--- src/rtl/jtframe_ioctl_pkg.sv ---
// Shared definitions for the ioctl transmitter: FSM state encoding and
// default timing constants.
package jtframe_ioctl_pkg;

    typedef enum logic [2:0] {
        IDLE    = 3'd0,
        DL_WAIT = 3'd1,
        DL_WR   = 3'd2,
        DL_GAP  = 3'd3,
        FINISH  = 3'd4,
        UL_ADDR = 3'd5,
        UL_LAT  = 3'd6,
        UL_SEND = 3'd7
    } state_t;

    localparam int DEF_WR_GAP = 4;
    localparam int DEF_RD_LAT = 2;

    // Width of the shared gap/latency counter; WR_GAP and RD_LAT must fit.
    localparam int CNT_W = 8;

endpackage

--- src/rtl/jtframe_ioctl_tx.sv ---
// jtframe_ioctl_tx: host byte stream -> paced ioctl writes (download), and
// paced ioctl reads -> host byte stream (NVRAM upload).
// Optional macro JTFRAME_IOCTL_TX_CHKSUM_EN adds a running modulo-256 sum of
// every byte moved; without it the chksum port is tied to zero.
module jtframe_ioctl_tx
    import jtframe_ioctl_pkg::*;
#(
    parameter int AW     = 25,
    parameter int WR_GAP = DEF_WR_GAP,
    parameter int RD_LAT = DEF_RD_LAT,
    parameter int LW     = 16
)(
    input  logic          clk,
    input  logic          rst,
    input  logic          dl_start,
    input  logic          dl_ram,
    input  logic          ul_start,
    input  logic [LW-1:0] ul_len,
    input  logic          abort,
    input  logic [7:0]    s_data,
    input  logic          s_valid,
    input  logic          s_last,
    output logic          s_ready,
    output logic [7:0]    m_data,
    output logic          m_valid,
    input  logic          m_ready,
    output logic          done,
    output logic          busy,
    output logic          downloading,
    output logic [AW-1:0] ioctl_addr,
    output logic [7:0]    ioctl_dout,
    output logic          ioctl_wr,
    output logic          ioctl_ram,
    input  logic [7:0]    ioctl_din,
    input  logic          dwnld_busy,
    output logic [7:0]    chksum
);

    // DL_GAP lasts WR_GAP-1 cycles, UL_LAT lasts RD_LAT cycles.
    localparam logic [CNT_W-1:0] GAP_END = CNT_W'(WR_GAP - 2);
    localparam logic [CNT_W-1:0] LAT_END = CNT_W'(RD_LAT - 1);

    state_t            state_r;
    state_t            next_state_s;
    logic [CNT_W-1:0]  cnt_r;
    logic [LW-1:0]     len_r;
    logic              last_r;

    logic dl_go_s;
    logic ul_go_s;
    logic accept_s;
    logic gap_done_s;
    logic lat_done_s;
    logic ul_hs_s;
    logic in_xfer_s;

    // Decode the events that drive both the FSM and the datapath.
    always_comb begin
        dl_go_s    = (state_r == IDLE) && dl_start;
        ul_go_s    = (state_r == IDLE) && ul_start && !dl_start;
        // abort wins over a byte offered in the same cycle
        accept_s   = s_ready && s_valid && !abort;
        gap_done_s = (state_r == DL_GAP) && (cnt_r == GAP_END);
        lat_done_s = (state_r == UL_LAT) && (cnt_r == LAT_END);
        ul_hs_s    = (state_r == UL_SEND) && m_ready && !abort;
        in_xfer_s  = (state_r != IDLE) && (state_r != FINISH);
    end

    // FSM state register.
    always_ff @(posedge clk or posedge rst) begin
        if (rst) begin
            state_r <= IDLE;
        end else begin
            state_r <= next_state_s;
        end
    end

    // FSM next-state logic; abort sends every active transfer to FINISH.
    always_comb begin
        next_state_s = state_r;
        if (in_xfer_s && abort) begin
            next_state_s = FINISH;
        end else begin
            case (state_r)
                IDLE: begin
                    if (dl_start) begin
                        next_state_s = DL_WAIT;
                    end else if (ul_start) begin
                        next_state_s = (ul_len == {LW{1'b0}}) ? FINISH : UL_ADDR;
                    end else begin
                        next_state_s = IDLE;
                    end
                end
                DL_WAIT: next_state_s = accept_s ? DL_WR : DL_WAIT;
                DL_WR:   next_state_s = DL_GAP;
                DL_GAP: begin
                    if (gap_done_s) begin
                        next_state_s = last_r ? FINISH : DL_WAIT;
                    end else begin
                        next_state_s = DL_GAP;
                    end
                end
                FINISH:  next_state_s = dwnld_busy ? FINISH : IDLE;
                UL_ADDR: next_state_s = UL_LAT;
                UL_LAT:  next_state_s = lat_done_s ? UL_SEND : UL_LAT;
                UL_SEND: begin
                    if (ul_hs_s) begin
                        next_state_s = (len_r == LW'(1)) ? FINISH : UL_ADDR;
                    end else begin
                        next_state_s = UL_SEND;
                    end
                end
                default: next_state_s = IDLE;
            endcase
        end
    end

    // Datapath: timing counter, address, latched bytes and upload count.
    always_ff @(posedge clk or posedge rst) begin
        if (rst) begin
            cnt_r      <= {CNT_W{1'b0}};
            ioctl_addr <= {AW{1'b0}};
            ioctl_dout <= 8'd0;
            last_r     <= 1'b0;
            len_r      <= {LW{1'b0}};
            m_data     <= 8'd0;
        end else begin
            // counter restarts on every state change
            cnt_r <= (next_state_s != state_r) ? {CNT_W{1'b0}} : cnt_r + CNT_W'(1);

            if (dl_go_s || ul_go_s) begin
                ioctl_addr <= {AW{1'b0}};
            end else if ((gap_done_s && !abort) || ul_hs_s) begin
                ioctl_addr <= ioctl_addr + AW'(1);
            end

            if (accept_s) begin
                ioctl_dout <= s_data;
                last_r     <= s_last;
            end

            if (ul_go_s) begin
                len_r <= ul_len;
            end else if (ul_hs_s) begin
                len_r <= len_r - LW'(1);
            end

            if (lat_done_s && !abort) begin
                m_data <= ioctl_din;
            end
        end
    end

    // Registered control outputs, all derived from the state being entered.
    always_ff @(posedge clk or posedge rst) begin
        if (rst) begin
            s_ready     <= 1'b0;
            ioctl_wr    <= 1'b0;
            m_valid     <= 1'b0;
            downloading <= 1'b0;
            busy        <= 1'b0;
            done        <= 1'b0;
            ioctl_ram   <= 1'b0;
        end else begin
            s_ready     <= (next_state_s == DL_WAIT);
            ioctl_wr    <= (next_state_s == DL_WR);
            m_valid     <= (next_state_s == UL_SEND);
            downloading <= (next_state_s == DL_WAIT) || (next_state_s == DL_WR) ||
                           (next_state_s == DL_GAP);
            busy        <= (next_state_s != IDLE);
            done        <= (state_r == FINISH) && !dwnld_busy;

            if ((next_state_s == FINISH) || (next_state_s == IDLE)) begin
                ioctl_ram <= 1'b0;
            end else if (dl_go_s) begin
                ioctl_ram <= dl_ram;
            end else if (ul_go_s) begin
                ioctl_ram <= 1'b1;
            end
        end
    end

`ifdef JTFRAME_IOCTL_TX_CHKSUM_EN
    // Running sum of bytes written to the game or handed to the host.
    always_ff @(posedge clk or posedge rst) begin
        if (rst) begin
            chksum <= 8'd0;
        end else if (dl_go_s || ul_go_s) begin
            chksum <= 8'd0;
        end else if (state_r == DL_WR) begin
            chksum <= chksum + ioctl_dout;
        end else if (ul_hs_s) begin
            chksum <= chksum + m_data;
        end
    end
`else
    assign chksum = 8'd0;
`endif

endmodule

--- config.mk ---
export PLATFORM = sky130hd
export DESIGN_NAME = jtframe_ioctl_tx
export DESIGN_NICKNAME = d
export VERILOG_FILES = /design/src/rtl/jtframe_ioctl_pkg.sv /design/src/rtl/jtframe_ioctl_tx.sv
export SDC_FILE = /design/constraint.sdc
export NUM_CORES = 1
export LEC_CHECK = 0
export ABC_AREA = 1
export BUFFER_PORTS_ARGS = -buffer_cell sky130_fd_sc_hd__buf_2
export CORE_ASPECT_RATIO = 1.5
export CORE_MARGIN = 2
export CORE_UTILIZATION = 50
export DETAILED_ROUTE_END_ITERATION = 8
export GPL_ROUTABILITY_DRIVEN = 0
export PLACE_DENSITY = 0.75
export SLEW_MARGIN = 15
export SYNTH_ARGS = -nofsm -noshare
export SYNTH_HDL_FRONTEND = slang
export SYNTH_SLANG_ARGS = --single-unit
export TNS_END_PERCENT = 100
--- constraint.sdc ---
create_clock -name clk -period 5.7 [get_ports clk]
set_input_delay 1.14 -clock clk [delete_from_list [all_inputs] [get_ports clk]]
set_output_delay 1.14 -clock clk [all_outputs]
set_load 0.03 [all_outputs]
==> flow_summary_export.csv <==
group,metric,value,unit
final_layout,final_cell_mix,"nand2_1, buf_2, nor2_1",
sta,timing.final.hold_violations,0,
setup_path,startpoint,"abort",
placed_design,placed_cells_incl_taps,744,
setup_path,crit_arrival,2.93,ns
final_layout,regArea,1900,sq um
global_routing,grtUsageTotal,0.238,
detailed_routing,vias_per_cell,5.30,
setup_path,rr_worst_depth,8,
setup_path,r2r-start,"state_r[1]",
detailed_routing,vias,4021,
clocking,clock_latency,0.34,ns
setup_path,critPathKind,"in2reg",
final_layout,final_common_cell,"nand2_1",
clocking,htree_levels,3,
sta,fin_worst_skew,0.00314,ns
min_path,hp-class,"reg2reg",
setup_path,crit_fanout,20,
placed_design,port_buffers,89,
clocking,hold_buffers,0,
power_and_ir_drop,power.density,422,nW/um^2
final_layout,stdcell_count,759,
power_and_ir_drop,vdd_drop_max,252,uV
floorplanning,start_util,0.510,
detailed_routing,firstDrtPassIters,5,
power_and_ir_drop,clockPowerShare,0.248,
synth,synthArstFlopShare,1.00,
sta,grt_setup_unrepaired,"no",
clocking,cts-root-buf,"clkbuf_16",
setup_path,endpoint,"ioctl_addr[16]",
synth,synth-edff-count,0,
detailed_routing,drt_iter0_markers,200,
clocking,clock_path_buffers,2,
sta,drv_slew,0,
global_routing,grt_max_degree,52,
clocking,cts.reportedPaths.clkPinSlew,0.06,ns
status,status,"completed",
detailed_routing,drt-wirelength-per-cell,14.0,microns
floorplanning,die_area,9240,sq um
synth,synthCells,556,
final_layout,multi_input_area,2040,sq um
setup_path,startpoint_type,"primary input",
final_layout,final_util,0.604,
clocking,cts.sinks,76,
global_routing,antenna_found_initial,0,
clocking,post_cts_buffers,0,
sta,period_share,0.477,
final_layout,fill_cells,789,
global_routing,overflow,0,
power_and_ir_drop,switchingPower,874,uW
synth,yosysSeqAreaShare,0.449,
floorplanning,ioPinCount,98,
clocking,cts_inserted_buffers,9,
floorplanning,die_x,79.2,microns
power_and_ir_drop,seqPwrFrac,0.384,
global_routing,grt_pass1_vias,3781,
detailed_routing,drc,0,
sta,timing.final.crit_period,2.72,ns
floorplanning,num_rows,41,
synth,ys.flop_type,"dfrtp_1",
power_and_ir_drop,p_sw_frac,0.412,
global_routing,grt_pass1_wl,17100,microns
detailed_routing,routed_wl,10600,microns
synth,yosys_warnings,0,
setup_path,worstPathRequired,5.91,ns
synth,synth.ff_latch_count,76,
flow_run,cap_violations,0,
synth,synth.distinct_cells,41,
sta,fmax,368,MHz
setup_path,reg2reg_slack,3.30,ns
setup_path,cp-end-kind,"flop",
sta,relSlewSlack,0.406,
sta,fin_tns_setup,0,ns
synth,syn_area_per_cell,7.62,sq um
final_layout,syn2layout_area_growth,18.5,%
synth,netlist_area,4240,sq um
power_and_ir_drop,p_int,1250,uW
final_layout,fin_nets,696,
placed_design,dp.final_hpwl,7850,microns
floorplanning,die_y,117,microns
clocking,cts_resized,0,
clocking,tritoncts,"yes",
final_layout,antenna_cells,0,
power_and_ir_drop,power_frac_comb,0.368,
setup_path,rr_endpoint,"ioctl_addr[16]",
sta,tightestPinTransition,0.890,ns
floorplanning,core_region_area,8310,sq um
final_layout,drive_above_1_share,0.193,
detailed_routing,ant_nets,0,
sta,setup_violations,0,
power_and_ir_drop,p_leak,0.00259,uW
cell families after synthesis:
logic type,count (synthesis),share of synthesized area
buffers and inverters,76,0.0771
adder cells (fa/ha/maj),6,0.0177
AND/OR/NAND/NOR,311,0.312
multiplexers,8,0.0213
XOR/XNOR,21,0.0434
flip-flops,76,0.449
AO/OA/AOI/OAI,57,0.0785
other,1,0.000885
synth_stat cells (4+ instances only):
cell	n	area (sq um)
inv_2	4	15.0
nand4_1	15	93.8
a21oi_1	19	95.1
buf_4	10	75.1
dfrtp_1	76	1900
nand2_1	143	537
xnor2_1	5	43.8
nor2_1	88	330
nor3_1	15	75.1
ha_1	6	75.1
o21ai_0	20	100
xor2_1	16	140
inv_1	55	206
nand3_1	35	175
mux2_2	8	90.1
registers in the layout, summed over array words and instances (netlist names):
signal,flops
m_data,8
s_ready,1
state_r,3
ioctl_dout,8
m_valid,1
ioctl_wr,1
ioctl_addr,25
len_r,16
done,1
downloading,1
busy,1
ioctl_ram,1
cnt_r,8
last_r,1
layout make-up:
type	instances	share of cell area
timing repair buffer	90	0.0902
sequential	76	0.379
clock buffer	13	0.0518
tap	107	0.0267
inverter	60	0.0451
clock inverter	2	0.00199
multi-input combinational	411	0.405
stage by stage:
step / setup WS, ns / cell area [sq um] / hold slack, ns / power (uW)
global placement: 2.71 / 4750 / 0.459 / 1570
global route: 2.81 / 5020 / 0.505 / 2250
CTS: 3.01 / 5020 / 0.487 / 2130
finish: 2.98 / 5020 / 0.482 / 2120
floorplan: 2.62 / 4260 / 0.459 / 1380
detailed placement: 2.65 / 4750 / 0.466 / 1590
how the worst min path moves through the flow:
stage | start | end | slack, ns | cells past startpoint
global placement | ioctl_dout[3] | ioctl_dout[3] | 0.46 | 2
finish | ioctl_dout[0] | ioctl_dout[0] | 0.48 | 2
detailed placement | ioctl_dout[0] | ioctl_dout[0] | 0.47 | 2
global route | ioctl_dout[7] | ioctl_dout[7] | 0.50 | 2
CTS | ioctl_dout[0] | ioctl_dout[0] | 0.49 | 2
floorplan | cnt_r[0] | cnt_r[0] | 0.46 | 1
worst max-delay path, cell delays in order:
cell and delay [ns]:
buf_2 0.11, inv_1 0.12, nand2_1 0.11, nor2_4 0.33, inv_2 0.12, nand2_1 0.53
nand2_1 0.11, nor2_1 0.14, xor2_1 0.16, nor2_1 0.06
metal layers:
layer / vias to the layer above / track usage / wire (microns)
met2: 143 / 0.428 / 5620
met3: 33 / 0.0479 / 498
met5: - / 0 / 0
met1: 1877 / 0.262 / 4060
met4: 0 / 0.133 / 438
li1: 1968 / - / -
power by group through the flow:
stage | registers, uW | clock network (uW) | logic (uW)
after floorplan | 930 | 0 | 452
after global placement | 811 | 0 | 758
after detailed placement | 817 | 0 | 776
after CTS | 811 | 538 | 783
after global routing | 832 | 557 | 864
final | 813 | 526 | 781
Power figures use the tool's default switching activity.
